[src/rtl/fill_rect_engine_pkg.sv]
// Shared framebuffer geometry, write-mask constants and FSM encoding for the fill engine
// and its row address/mask helper.
package fill_rect_engine_pkg;

  localparam int unsigned FB_WIDTH      = 640;
  localparam int unsigned FB_HEIGHT     = 480;
  localparam int unsigned WORDS_PER_ROW = FB_WIDTH / 4;
  localparam int unsigned FB_ADDR_W     = 17;

  localparam logic [3:0] OP_WR_ALL = 4'b1111;

  typedef enum logic [1:0] {
    StIdle,
    StCalc,
    StEmit,
    StDone
  } fill_state_e;

endpackage

[src/rtl/fill_rect_engine_row_calc.sv]
// Combinational per-row geometry: word address of the first word in the row, the first and
// last word indices, and the byte-lane masks for the row's edges.
module fill_rect_engine_row_calc
  import fill_rect_engine_pkg::*;
#(
  parameter int unsigned ADDR_W    = FB_ADDR_W,
  parameter int unsigned BASE_ADDR = 0
) (
  input  logic [8:0]        y,
  input  logic [9:0]        x0,
  input  logic [10:0]       x_end,
  output logic [ADDR_W-1:0] row_addr,
  output logic [7:0]        first_word,
  output logic [7:0]        last_word,
  output logic [3:0]        first_mask,
  output logic [3:0]        last_mask
);

  logic [10:0]       x_last;
  logic [ADDR_W-1:0] y_ext;

  always_comb begin
    x_last     = x_end - 11'd1;
    y_ext      = ADDR_W'(y);
    // y * 160 as two shifts; the row stride is fixed at 160 words
    row_addr   = ADDR_W'(BASE_ADDR) + (y_ext << 7) + (y_ext << 5) + ADDR_W'(x0[9:2]);
    first_word = x0[9:2];
    last_word  = 8'(x_last >> 2);
    first_mask = OP_WR_ALL << x0[1:0];
    last_mask  = OP_WR_ALL >> (2'd3 - x_last[1:0]);
  end

endmodule

[src/rtl/fill_rect_engine.sv]
// Rectangle fill engine: turns one clipped fill command into a row-by-row stream of
// byte-masked 32-bit framebuffer writes toward the memory arbiter.
module fill_rect_engine
  import fill_rect_engine_pkg::*;
#(
  parameter int unsigned ADDR_W    = FB_ADDR_W,
  parameter int unsigned BASE_ADDR = 0
) (
  input  logic              clk,
  input  logic              rst_,
  input  logic              cmd_valid,
  output logic              cmd_ready,
  input  logic [9:0]        cmd_x0,
  input  logic [8:0]        cmd_y0,
  input  logic [9:0]        cmd_w,
  input  logic [8:0]        cmd_h,
  input  logic [7:0]        cmd_color,
  output logic              busy,
  output logic              done,
  output logic [ADDR_W-1:0] fillrect_addr,
  output logic [31:0]       fillrect_wrdata,
  output logic [3:0]        fillrect_op,
  output logic              fillrect_rts_out,
  input  logic              fillrect_rtr_in
);

  fill_state_e state_q;
  logic [9:0]  x0_q;
  logic [10:0] x_end_q;
  logic [8:0]  y_q;
  logic [8:0]  y_end_q;
  logic [7:0]  color_q;
  logic [7:0]  word_q;
  logic [7:0]  last_word_q;
  logic [3:0]  last_mask_q;

  logic [10:0] x_sum;
  logic [9:0]  y_sum;
  logic [10:0] x_end_in;
  logic [8:0]  y_end_in;
  logic        cmd_empty;
  logic        xfc;

  logic [ADDR_W-1:0] row_addr;
  logic [7:0]        first_word;
  logic [7:0]        last_word;
  logic [3:0]        first_mask;
  logic [3:0]        last_mask;

  // Clip against the visible area at acceptance so the rest of the engine never sees it.
  always_comb begin
    x_sum     = {1'b0, cmd_x0} + {1'b0, cmd_w};
    y_sum     = {1'b0, cmd_y0} + {1'b0, cmd_h};
    x_end_in  = (x_sum > 11'(FB_WIDTH)) ? 11'(FB_WIDTH) : x_sum;
    y_end_in  = (y_sum > 10'(FB_HEIGHT)) ? 9'(FB_HEIGHT) : y_sum[8:0];
    cmd_empty = (cmd_w == 10'd0) | (cmd_h == 9'd0) |
                (cmd_x0 >= 10'(FB_WIDTH)) | (cmd_y0 >= 9'(FB_HEIGHT));
    xfc       = fillrect_rts_out & fillrect_rtr_in;
  end

  fill_rect_engine_row_calc #(
    .ADDR_W    (ADDR_W),
    .BASE_ADDR (BASE_ADDR)
  ) u_row_calc (
    .y          (y_q),
    .x0         (x0_q),
    .x_end      (x_end_q),
    .row_addr   (row_addr),
    .first_word (first_word),
    .last_word  (last_word),
    .first_mask (first_mask),
    .last_mask  (last_mask)
  );

  always_ff @(posedge clk or negedge rst_) begin
    if (!rst_) begin
      state_q          <= StIdle;
      x0_q             <= '0;
      x_end_q          <= '0;
      y_q              <= '0;
      y_end_q          <= '0;
      color_q          <= '0;
      word_q           <= '0;
      last_word_q      <= '0;
      last_mask_q      <= '0;
      cmd_ready        <= 1'b1;
      busy             <= 1'b0;
      done             <= 1'b0;
      fillrect_addr    <= '0;
      fillrect_wrdata  <= '0;
      fillrect_op      <= '0;
      fillrect_rts_out <= 1'b0;
    end else begin
      case (state_q)
        StIdle: begin
          if (cmd_valid) begin
            x0_q      <= cmd_x0;
            x_end_q   <= x_end_in;
            y_q       <= cmd_y0;
            y_end_q   <= y_end_in;
            color_q   <= cmd_color;
            cmd_ready <= 1'b0;
            busy      <= 1'b1;
            if (cmd_empty) begin
              done    <= 1'b1;
              state_q <= StDone;
            end else begin
              state_q <= StCalc;
            end
          end
        end

        StCalc: begin
          fillrect_addr    <= row_addr;
          fillrect_wrdata  <= {4{color_q}};
          fillrect_op      <= (first_word == last_word) ? (first_mask & last_mask) : first_mask;
          word_q           <= first_word;
          last_word_q      <= last_word;
          last_mask_q      <= last_mask;
          fillrect_rts_out <= 1'b1;
          state_q          <= StEmit;
        end

        StEmit: begin
          // Outputs hold while stalled; only a completed transfer advances the word.
          if (xfc) begin
            if (word_q < last_word_q) begin
              word_q        <= word_q + 8'd1;
              fillrect_addr <= fillrect_addr + ADDR_W'(1);
              fillrect_op   <= ((word_q + 8'd1) == last_word_q) ? last_mask_q : OP_WR_ALL;
            end else begin
              fillrect_rts_out <= 1'b0;
              if (({1'b0, y_q} + 10'd1) < {1'b0, y_end_q}) begin
                y_q     <= y_q + 9'd1;
                state_q <= StCalc;
              end else begin
                done    <= 1'b1;
                state_q <= StDone;
              end
            end
          end
        end

        StDone: begin
          done      <= 1'b0;
          busy      <= 1'b0;
          cmd_ready <= 1'b1;
          state_q   <= StIdle;
        end

        default: state_q <= StIdle;
      endcase
    end
  end

endmodule

[config.mk]
export PLATFORM = sky130hd
export DESIGN_NAME = fill_rect_engine
export DESIGN_NICKNAME = d
export VERILOG_FILES = /design/src/rtl/fill_rect_engine_pkg.sv /design/src/rtl/fill_rect_engine_row_calc.sv /design/src/rtl/fill_rect_engine.sv
export SDC_FILE = /design/constraint.sdc
export NUM_CORES = 1
export LEC_CHECK = 0
export CORE_ASPECT_RATIO = 0.8
export CORE_MARGIN = 3
export CORE_UTILIZATION = 31
export DETAILED_ROUTE_END_ITERATION = 8
export DONT_BUFFER_PORTS = 1
export SLEW_MARGIN = 20
export SYNTH_ARGS = -nofsm -noshare
export SYNTH_HDL_FRONTEND = slang
export SYNTH_SLANG_ARGS = --single-unit
[constraint.sdc]
create_clock -name clk -period 3.2 [get_ports clk]
set_input_delay 0.64 -clock clk [delete_from_list [all_inputs] [get_ports clk]]
set_output_delay 0.64 -clock clk [all_outputs]
set_load 0.005 [all_outputs]
---- After elaboration in Yosys (flattened, before gate mapping) ----
Index checks and enable logic that the tools add are counted.
storage, ports and cells
  memory bits (writable) .................. 0
  input bits .............................. 50
  latch bits .............................. 0
  logic and storage cells ................. 102
  memories kept ........................... 0
  output and inout bits ................... 57
  flip-flop bits (word level) ............. 125
  memory bits (read-only) ................. 0
operators by class
  multiplexer cells ....................... 37
  divide/modulo/power cells ............... 0
  shifts and indexed selects .............. 2
  $mul .................................... 0
  magnitude comparators ................... 6
  eq/ne operators ......................... 12
  $add $sub $neg .......................... 10
  reductions and logical operators ........ 14
  bitwise operators ....................... 5
operators by type and width
  kind                   number
  $mux 9                 5
  $mux 17                2
  $pmux 17 s2            1
  $pmux 9 s2             1
  $add 16x14->17         1
  $add 17x1->17 const B  1
  $add 17x8->17          1
  $eq 8x8->1             2
  $mux 4                 4
  $mux 8                 2
  $pmux 8 s2             1
  $ne 2x2->1 const B     7
  $add 10x10->11         1
  $gt 11x10->1 const B   1
  $add 9x1->10 const B   1
  $add 9x9->10           1
  $ge 10x10->1 const B   1
  $gt 10x9->1 const B    1
  $logic_not 10->1       1
  $lt 10x9->1            1
  $mux 10                1
  $mux 2                 5
  $sub 10x1->10 const B  1
  $add 9x1->9 const B    1
  other kinds (24)       42

---- Logic depth before layout (Yosys ltp) ----
Gate-level depths: netlist of run 1.
  word-level depth ........................ 7
  gate-level depth with buffers ........... 14
  gate-level depth less buffers ........... 13

---- Cells and area by module ----
A second synthesis of run 1 with hierarchy kept.
unflattened totals
  cells, all modules ...................... 863
  area total of the unflattened synthesis .. 7,524.7 sq um
modules (own cells, without submodules)
  module                     area an instance (sq um)  cells an instance  seq. area each (sq um)  instances
  fill_rect_engine           6,700.2                   754                2,553.7                 1
  fill_rect_engine_row_calc  824.5                     109                0.0                     1

---- Least setup slack after synthesis of run 1 ----
Ideal clock, no wire load.
  path type ............................... register -> register
  start ................................... register y_q[2]
  end ..................................... register y_q[8]
  stages on the path, launching flop included .. 13
  data required time ...................... 3.075 ns
  setup time .............................. 0.125 ns
  slack ................................... 0.495 ns
  arrival time ............................ 2.580 ns
  buffers on the path ..................... 0
  period minus slack after synthesis ...... 2.705 ns
  path through ............................ dfrtp_1 > and3_1 > and3_1 > and2_1 > nand2_1 > xnor2_1 > ha_1 > nand2_1 > o21ai_0 > a31oi_1 > o211ai_1 > a221oi_2 > mux2_2
on the way
  word-level cells in the longest chain between the ends .. 5
  elaborated cells between the ends (all ways) .. 9
  those cells by class .................... add/sub: 2; order compare: 1; eq/ne: 1; mux: 4; reduce/logical: 1
RTL lines
  what                                                  RTL line                 source
  start, declared                                       fill_rect_engine.sv:30   logic [8:0] y_q;
  start signal, assigned                                fill_rect_engine.sv:99   y_q <= cmd_y0;
  start signal, assigned                                fill_rect_engine.sv:134  y_q <= y_q + 9'd1;
  branches (longest 5 deep; another with $add 9x1->10)  --
Several ways; the timed one is not identified. The select of a mux whose other input is x is not followed.
A chain may end at the register's enable or synchronous reset.

---- Worst setup path in the final report of run 1 ----
  start ................................... register y_q[3]
  end ..................................... register y_q[2]
on the way
  word-level cells in the longest chain between the ends .. 4
RTL lines
  what                        RTL line                 source
  $add 9x1->10                fill_rect_engine.sv:133  if (({1'b0, y_q} + 10'd1) < {1'b0, y_end_q}) begin
  $lt 10x9->1                 fill_rect_engine.sv:133
  $ne 2x2->1 (no line)        --
  $reduce_and 5->1 (no line)  --
Every way passes these cells.

==> summary by stage, run 1 <==
Cells and area
The number of antenna diodes in the final layout is 0. The count of cells in the finished layout, fillers not included, comes to 1114. The final core area utilization is 34.14%. For this run, the post-layout net count is 914. The final design instance area without fill is 7702 um2.

From synthesis to final layout, the design area changed by 7.773%. The share of cells above drive strength 1 is 8.168%.

Power
Summed over all cells, the static leakage comes to 3.413 nW. IR analysis of the VDD net gives a maximum drop of 0.3552 mV. The power density over the cells is 1093 nW/um2.

Place
The final weighted congestion in routability-driven placement is 0.8257. The standard cell area after detailed placement is 7327 um2. The worst setup slack before clock tree synthesis is 0.2952 ns. The wire-length estimate of the detail-placed layout is 13740 um.

The count of buffers from port buffering is 0. The cell total after placement is 1093.

Critical path
The standard cell with the maximum stage delay on the critical path is sky130_fd_sc_hd__dfrtp_2. The delay contributed by the slowest stage of the critical path is 0.45 ns. The critical path goes through and3_1, and3_2, and2_1, nand2_1, xnor2_1, ha_1, nand2_1, o21ai_0, a31oi_1, o211ai_1, a221oi_2, buf_2, mux2i_1. The data required time at the worst endpoint is 3.48 ns. The worst setup path is captured at a flop.

The critical path is of the flop to flop type. The dominant delay contributor by cell family on the critical path is compound AO/OA/AOI/OAI gates. Counting stages on the worst path, the most repeated cell is sky130_fd_sc_hd__nand2_1. The sum of buffers and inverters on the critical path is 1. Of all nets on the critical path, the largest fanout is 6. STA puts the critical path data arrival time at 3.24 ns. The worst setup path is launched from a flop.

Yosys
sky130_fd_sc_hd__nand2_1 is the most common cell in the netlist. The post-synthesis area per instance is 8.631 um2. The async set or reset register ratio after synthesis is 100.0%. The synthesized flop and latch total is 101.

In this run, distinct cell masters in the synthesized netlist total 72. Counting every instance in the synthesized netlist gives 828. The number of synthesis warnings is 0. The commonest cells after synthesis are sky130_fd_sc_hd__nand2_1, sky130_fd_sc_hd__dfrtp_1, sky130_fd_sc_hd__a21oi_1. In this run, synthesis inferred 0 flip-flops with an integrated enable. By area the synthesized netlist is led by sky130_fd_sc_hd__dfrtp_1, sky130_fd_sc_hd__ha_1, sky130_fd_sc_hd__nand2_1. Of all cell types, the one taking the most synthesized area is sky130_fd_sc_hd__dfrtp_1.

Counting every net in the synthesized netlist gives 939. The fraction of synthesized cell area taken by the top area cell type is 35.01%. The cell area that synthesis handed to floorplanning was 7147 um2. The share of synthesized area occupied by flip-flops and latches is 35.38%. In the synthesized netlist the dominant register cell turns out to be sky130_fd_sc_hd__dfrtp_1.

Drt
The routed length per placed instance is 16.13 um. The via density per instance is 5.127. In this run, the number of DRC markers left after iteration 0 of detailed routing was 429. The pre-antenna-repair detailed-routing pass consisted of 6 iterations. Detailed routing inserted a total of 5711 vias. Summed over all layers, the routed wires come to 17960 um. The DRC violation count after routing is 0. The remaining number of nets flagged by the antenna check after routing is 0.

Timing
The worst pin sits at a relative slew slack of 50.71%. The timing-limited maximum frequency is 338.0 MHz. For the pin with the worst max-slew slack, the measured transition is 0.7393 ns. The worst path uses 92.46% of the clock period. The final hold violation count is 0. The final setup slack of the worst path is 0.2413 ns.

The number of slew-limit violations in the final report is 0. The time the final worst path needs with I/O delays and setup is 2.959 ns. Clock skew on the completed layout was measured at 0.01263 ns. Setup violations remaining at the end of the flow were counted as 0.

Die
The height of the die is 141.8 um. The area of the die is 24920 um2. During I/O placement, the number of pins put on the boundary was 107. The number of placement rows is 49. The horizontal die dimension is 175.8 um. For this configuration, the core starts out at a cell density of 31.68%. After floorplanning, the core was sized to cover 22560 um2.

GRT
The total global routing track utilization is 14.57%. The initial antenna violation count is 0. The largest net degree at the start of global routing is 101. After global routing the overflow that remains totals 0. The global-route wire length before repair is 29310 um.

The via count of the first global-routing pass is 5392.

Clock network
In this run the deepest clock path goes through 2 buffers. Clock tree synthesis selected as its root buffer the cell sky130_fd_sc_hd__clkbuf_16. The H-tree was split into 3 levels.

For the worst-skew pair, the clock arrives at the later sink with an insertion delay of 0.36 ns. The register clock-pin slew on the reported worst setup and hold paths is 0.08 ns. TritonCTS created 9 clock buffers.

The tree built by TritonCTS fans out to 101 sinks. The TritonCTS clock tree is done.

Worst hold path
The classification of the worst-slack hold path is primary input to async pin.

Job
Max-cap violations in this run came to 0.

Outcome
The run finished with clean final reports.
==> worst register-to-register path, cell delays in order (launching register included) <==
cell                       delay [ns]
sky130_fd_sc_hd__dfrtp_2         0.45
sky130_fd_sc_hd__and3_1          0.20
sky130_fd_sc_hd__and3_2          0.25
sky130_fd_sc_hd__and2_1          0.17
sky130_fd_sc_hd__nand2_1         0.08
sky130_fd_sc_hd__xnor2_1         0.14
sky130_fd_sc_hd__ha_1            0.27
sky130_fd_sc_hd__nand2_1         0.10
sky130_fd_sc_hd__o21ai_0         0.10
sky130_fd_sc_hd__a31oi_1         0.19
sky130_fd_sc_hd__o211ai_1        0.16
sky130_fd_sc_hd__a221oi_2        0.35
sky130_fd_sc_hd__buf_2           0.23
sky130_fd_sc_hd__mux2i_1         0.18
==> where the power goes <==
| group | internal [mW] | switching, mW | total [mW] |
|---|---|---|---|
| sequential | 1.87 | 0.818 | 2.69 |
| combinational | 2.04 | 2.58 | 4.62 |
| clock | 0.556 | 0.555 | 1.11 |
==> registers in the layout, summed over array words and instances (netlist names), 9 cells and up <==
| name | flops |
|---|---|
| fillrect_addr | 17 |
| x0_q | 10 |
| x_end_q | 10 |
| y_end_q | 9 |
| y_q | 9 |
==> routing by layer <==
layer | up-vias | track usage (%) | share of wire (%) | routed length [um]
met2 | 128 | 19.81 | 39 | 7082
li1 | 2866 | - | - | -
met4 | 0 | 2.791 | 1.1 | 193
met3 | 15 | 4.200 | 6.2 | 1122
met1 | 2702 | 22.69 | 53 | 9566
met5 | - | 0 | 0 | 0
==> final timing paths <==
| check | slack [ns] | startpoint | cells past startpoint | to |
|---|---|---|---|---|
| setup reg to reg | 0.24 | y_q[3]$_DFFE_PN0P_ | 13 | y_q[2]$_DFFE_PN0P_ |
| min in group clk | 0.39 | cmd_x0[6] | 2 | x0_q[6]$_DFFE_PN0P_ |
| hold reg to reg | 0.47 | last_mask_q[0]$_DFFE_PN0N_ | 1 | last_mask_q[0]$_DFFE_PN0N_ |
| setup / recovery | 0.24 | y_q[3]$_DFFE_PN0P_ | 13 | y_q[2]$_DFFE_PN0P_ |
| hold / removal | 0.12 | rst_ | 0 | cmd_ready$_DFFE_PN1P_ |
| max in group asynchronous | 2.59 | rst_ | 1 | y_q[3]$_DFFE_PN0P_ |
==> placed cells by master (no fill, tap or decap), types with 6 or more instances in the layout <==
cell,count
sky130_fd_sc_hd__mux2i_1,6
sky130_fd_sc_hd__and3_1,9
sky130_fd_sc_hd__ha_1,57
sky130_fd_sc_hd__a21o_1,8
sky130_fd_sc_hd__nand2_1,144
sky130_fd_sc_hd__buf_4,17
sky130_fd_sc_hd__o21a_1,11
sky130_fd_sc_hd__nand3_1,26
sky130_fd_sc_hd__xor2_1,14
sky130_fd_sc_hd__a22o_1,14
sky130_fd_sc_hd__nor4_1,7
sky130_fd_sc_hd__inv_1,36
sky130_fd_sc_hd__nand2b_1,10
sky130_fd_sc_hd__nor2_1,52
sky130_fd_sc_hd__clkbuf_16,9
sky130_fd_sc_hd__a21oi_1,62
sky130_fd_sc_hd__dfrtp_1,98
sky130_fd_sc_hd__o21ai_0,51
sky130_fd_sc_hd__a31oi_1,10
sky130_fd_sc_hd__xnor2_1,32
sky130_fd_sc_hd__nor3_1,16
==> layout make-up <==
| type | instances | area (um2) |
|---|---|---|
| clock buffers | 9 | 225.2 |
| clock inverters | 7 | 78.83 |
| inverters | 36 | 135.1 |
| multi-input cells | 636 | 4189 |
| flip-flops and latches | 101 | 2531 |
| repair buffers | 19 | 160.2 |
| well taps | 306 | 382.9 |
| fillers | 2398 | 14860 |
==> cell families after synthesis <==
kind of cell	count (synthesis)	synth area share, %
mux	9	1.313
flops	101	35.38
compound gates	217	20.10
xor+xnor	50	6.705
simple gates	299	19.10
buf+inv	91	6.302
fa+ha+maj	61	11.10
==> metrics by stage <==
stage | hold slack [ns] | TNS (ns) | total power [mW]
CTS | 0.1024 | 0 | 8.406
detailed placement | 0.3540 | 0 | 7.230
global route | 0.09275 | -0.001051 | 9.307
floorplan | 0.3444 | 0 | 6.196
finish | 0.1197 | 0 | 8.419
global placement | 0.3546 | 0 | 7.139
==> what timing repair did <==
item / in CTS / in global routing
resized for setup: 0 / 6
setup endpoints to repair: 0 / 8
hold endpoints to repair: 100 / 0
hold buffers: 1 / 0
setup buffers: 0 / 3
Power figures use the tool's default switching activity.
==> run 2: changes to the inputs <==
CELL_PAD_IN_SITES_DETAIL_PLACEMENT = 1   (was unset)
CELL_PAD_IN_SITES_GLOBAL_PLACEMENT = 1   (was unset)
PLACE_DENSITY_LB_ADDON = 0.1   (was unset)
==> run 2 against run 1 <==
Compared with the run above:
- global-route usage grew 2.7 points
- die area is the same
- final cell count is essentially flat
- count of clock-buffer cells in the layout grew 1
- highest routed layer unchanged
==> summary by stage, run 2 (same netlist as run 1, synthesis figures left out) <==
Critical path
The maximum fanout count along the critical path is 6 (unchanged). The setup slack of the worst register-to-register path is 0.09 ns (-0.15 ns). The signal arrival time at the worst endpoint is 3.35 ns (+0.11 ns). The reg-to-reg startpoint is y_q[3]$_DFFE_PN0P_. The worst setup path is launched from a flop. STA classifies the critical path endpoint as a flop. The critical path starts at y_q[3]$_DFFE_PN0P_. The critical path class is flop to flop.

The data required time at the worst endpoint was 3.44 ns (-0.04 ns).

Cells and area
The library cell used most frequently in the layout, excluding fill and tap cells, is sky130_fd_sc_hd__nand2_1. The growth of design area from synthesis to finish is 7.773% (unchanged). The number of diodes added for antenna fixing is 0 (unchanged). The top register by number of flip-flops is fillrect_addr. In the final layout, the registers with the most flip-flops are fillrect_addr x17, x0_q x10, x_end_q x10. The share of cells above drive strength 1 is 8.405% (+0.24 points).

The final-stage net count was 915 (+0.11%). Leaving out fill and tap cells, the most frequent cells in the layout are sky130_fd_sc_hd__nand2_1, sky130_fd_sc_hd__dfrtp_1, sky130_fd_sc_hd__a21oi_1. The number of flip-flops under the largest register name is 17 (unchanged). The final core area utilization was 34.14% (unchanged).

The number of cells in the finished layout apart from fillers is 1115 (+0.090%).

Power
The maximum resistive drop on vdd is 0.3713 mV (+4.5%). The power density over the cells was 1118 nW/um2 (+2.3%). The leakage dissipation is 3.413 nW (about the same).

Die
The horizontal die dimension was 175.8 um (unchanged). The number of placement rows is 49 (unchanged). The area of the die is 24920 um2 (unchanged). The height of the die came to 141.8 um (unchanged).

The total I/O pin count is 107 (unchanged). The area inside the core boundary came to 22560 um2 (unchanged). The initial cell density of the core is 31.68% (unchanged).

GRT
The total global routing track utilization is 17.30% (+2.7 points). The initial antenna violation count is 0 (unchanged). The global-route wire length before repair came to 34470 um (+18%).

The via count of the first global-routing pass came to 6235 (+16%). The largest net degree at the start of global routing was 101 (unchanged). The total grt overflow is 0 (unchanged).

Outcome
The flow ran to the end, and the final reports show no timing, DRC or antenna violations.

Timing
The number of slew-limit violations in the final report was 0 (unchanged). The worst clock skew is 0.008890 ns (-0.003737 ns). The share of the clock period used by the worst path is 97.07% (+4.6 points).

The transition time at the pin with the least slew margin was 0.8529 ns (+0.1136 ns). The final hold violation count is 0 (unchanged). The setup TNS is 0 ns (unchanged). The total of endpoints with negative setup slack in the final report is 0 (unchanged).

The worst hold margin is 0.1242 ns (+0.004506 ns). The timing-limited maximum frequency came to 321.9 MHz (-4.8%). The time the final worst path needs with I/O delays and setup was 3.106 ns (+0.1476 ns).

The final setup slack of the worst path is 0.09374 ns (-0.1476 ns). The worst slew margin relative to its limit was 43.14% (-7.6 points).

Clock network
The number of buffers inserted during clock tree synthesis was 9 (unchanged). The level count of the clock H-tree is 3 (unchanged). The clock insertion delay at the later pin of the skew report is 0.36 ns (about the same). The maximum number of buffers from clock root to sink is 2 (unchanged).

The number of clock sinks is 101 (unchanged). The tree is rooted in a sky130_fd_sc_hd__clkbuf_16. The register clock-pin slew on the reported worst setup and hold paths was 0.07 ns (about the same). The TritonCTS clock tree is done.

Place
The count of buffers from port buffering was 0 (unchanged). The detailed placer's ending HPWL came to 16090 um (+17%). The final weighted congestion in routability-driven placement is 0.8053 (-2.5%). The cell total after placement is 1094 (+0.091%). The worst setup slack before clock tree synthesis is 0.1502 ns (-0.1450 ns).

Drt
The detailed router's first-iteration violation count is 275 (-36%). The remaining number of nets flagged by the antenna check after routing is 0 (unchanged). The via density per instance came to 5.298 (+3.3%). The DRC violation count after routing was 0 (unchanged). The number of iterations in the first detailed-routing pass is 5 (-1). The vias after detailed routing is 5907 (+3.4%). The total routed wirelength is 21040 um (+17%). The routed length per placed instance was 18.87 um (+17%).

Worst hold path
The min-delay analysis places its worst path in the category primary input to async pin.

Job
The count of max-cap constraint violations is 0 (unchanged).
## run 2: changes by cell type in the layout (fill, tap and decap cells not counted), sizes merged
cell / before / now
clkinvlp: 0 / 2
inv: 39 / 40
clkinv: 4 / 0
buf: 19 / 20
clkbuf: 9 / 10
## run 2: layout make-up
class | instances | area (um2)
clock buffers | 10 | 239.0
repair buffers | 20 | 167.7
flip-flops and latches | 101 | 2532
clock inverters | 6 | 52.55
well taps | 306 | 382.9
fillers | 2688 | 14860
multi-input cells | 636 | 4193
inverters | 36 | 135.1
## run 2: path summary, 6_finish.rpt
| check | cells after the start | endpoint |
|---|---|---|
| worst max-delay path | 13 | y_q[8]$_DFFE_PN0P_ |
| worst max register to register | 13 | y_q[8]$_DFFE_PN0P_ |
| worst min register to register | 1 | last_mask_q[0]$_DFFE_PN0N_ |
| worst min-delay path | 0 | cmd_ready$_DFFE_PN1P_ |
| min in group clk | 2 | x0_q[4]$_DFFE_PN0P_ |
| max in group asynchronous | 1 | y_q[1]$_DFFE_PN0P_ |
## run 2: per-stage QoR
step                total power, mW  instance area (um2)
finish                        8.615                 7702
global route                  9.563                 7702
CTS                           8.659                 7654
detailed placement            7.465                 7335
global placement              7.259                 7335
floorplan                     6.196                 7147
## run 2: metal layers
metal | vias to the layer above | routed length, um | global-route usage, %
li1 | 2867 | - | -
met1 | 2926 | 10800 | 26.05
met2 | 100 | 8929 | 25.21
met4 | 0 | 200 | 3.290
met5 | - | 0 | 0
met3 | 14 | 1114 | 4.120
## run 2: worst max-delay path: stages (launching register included)
cell	delay (ns)
sky130_fd_sc_hd__dfrtp_2	0.43
sky130_fd_sc_hd__and3_1	0.20
sky130_fd_sc_hd__and3_1	0.25
sky130_fd_sc_hd__and2_1	0.17
sky130_fd_sc_hd__nand2_1	0.10
sky130_fd_sc_hd__xnor2_2	0.21
sky130_fd_sc_hd__ha_1	0.28
sky130_fd_sc_hd__nand2_1	0.10
sky130_fd_sc_hd__o21ai_0	0.10
sky130_fd_sc_hd__a31oi_1	0.20
sky130_fd_sc_hd__o211ai_1	0.15
sky130_fd_sc_hd__a221oi_2	0.31
sky130_fd_sc_hd__buf_4	0.17
sky130_fd_sc_hd__mux2_2	0.32
## run 2: where the power goes
group	switching, mW	total [mW]	internal, mW
Combinational	2.75	4.83	2.08
Sequential	0.807	2.68	1.87
Clock	0.543	1.11	0.564
Total	4.10	8.61	4.51
## run 2: timing repair
item,4_1_cts,5_1_grt
gates resized for setup,0,7
endpoints found under the setup margin,0,8
endpoints found under the hold margin,100,0
hold buffers,1,0
buffers inserted,0,3
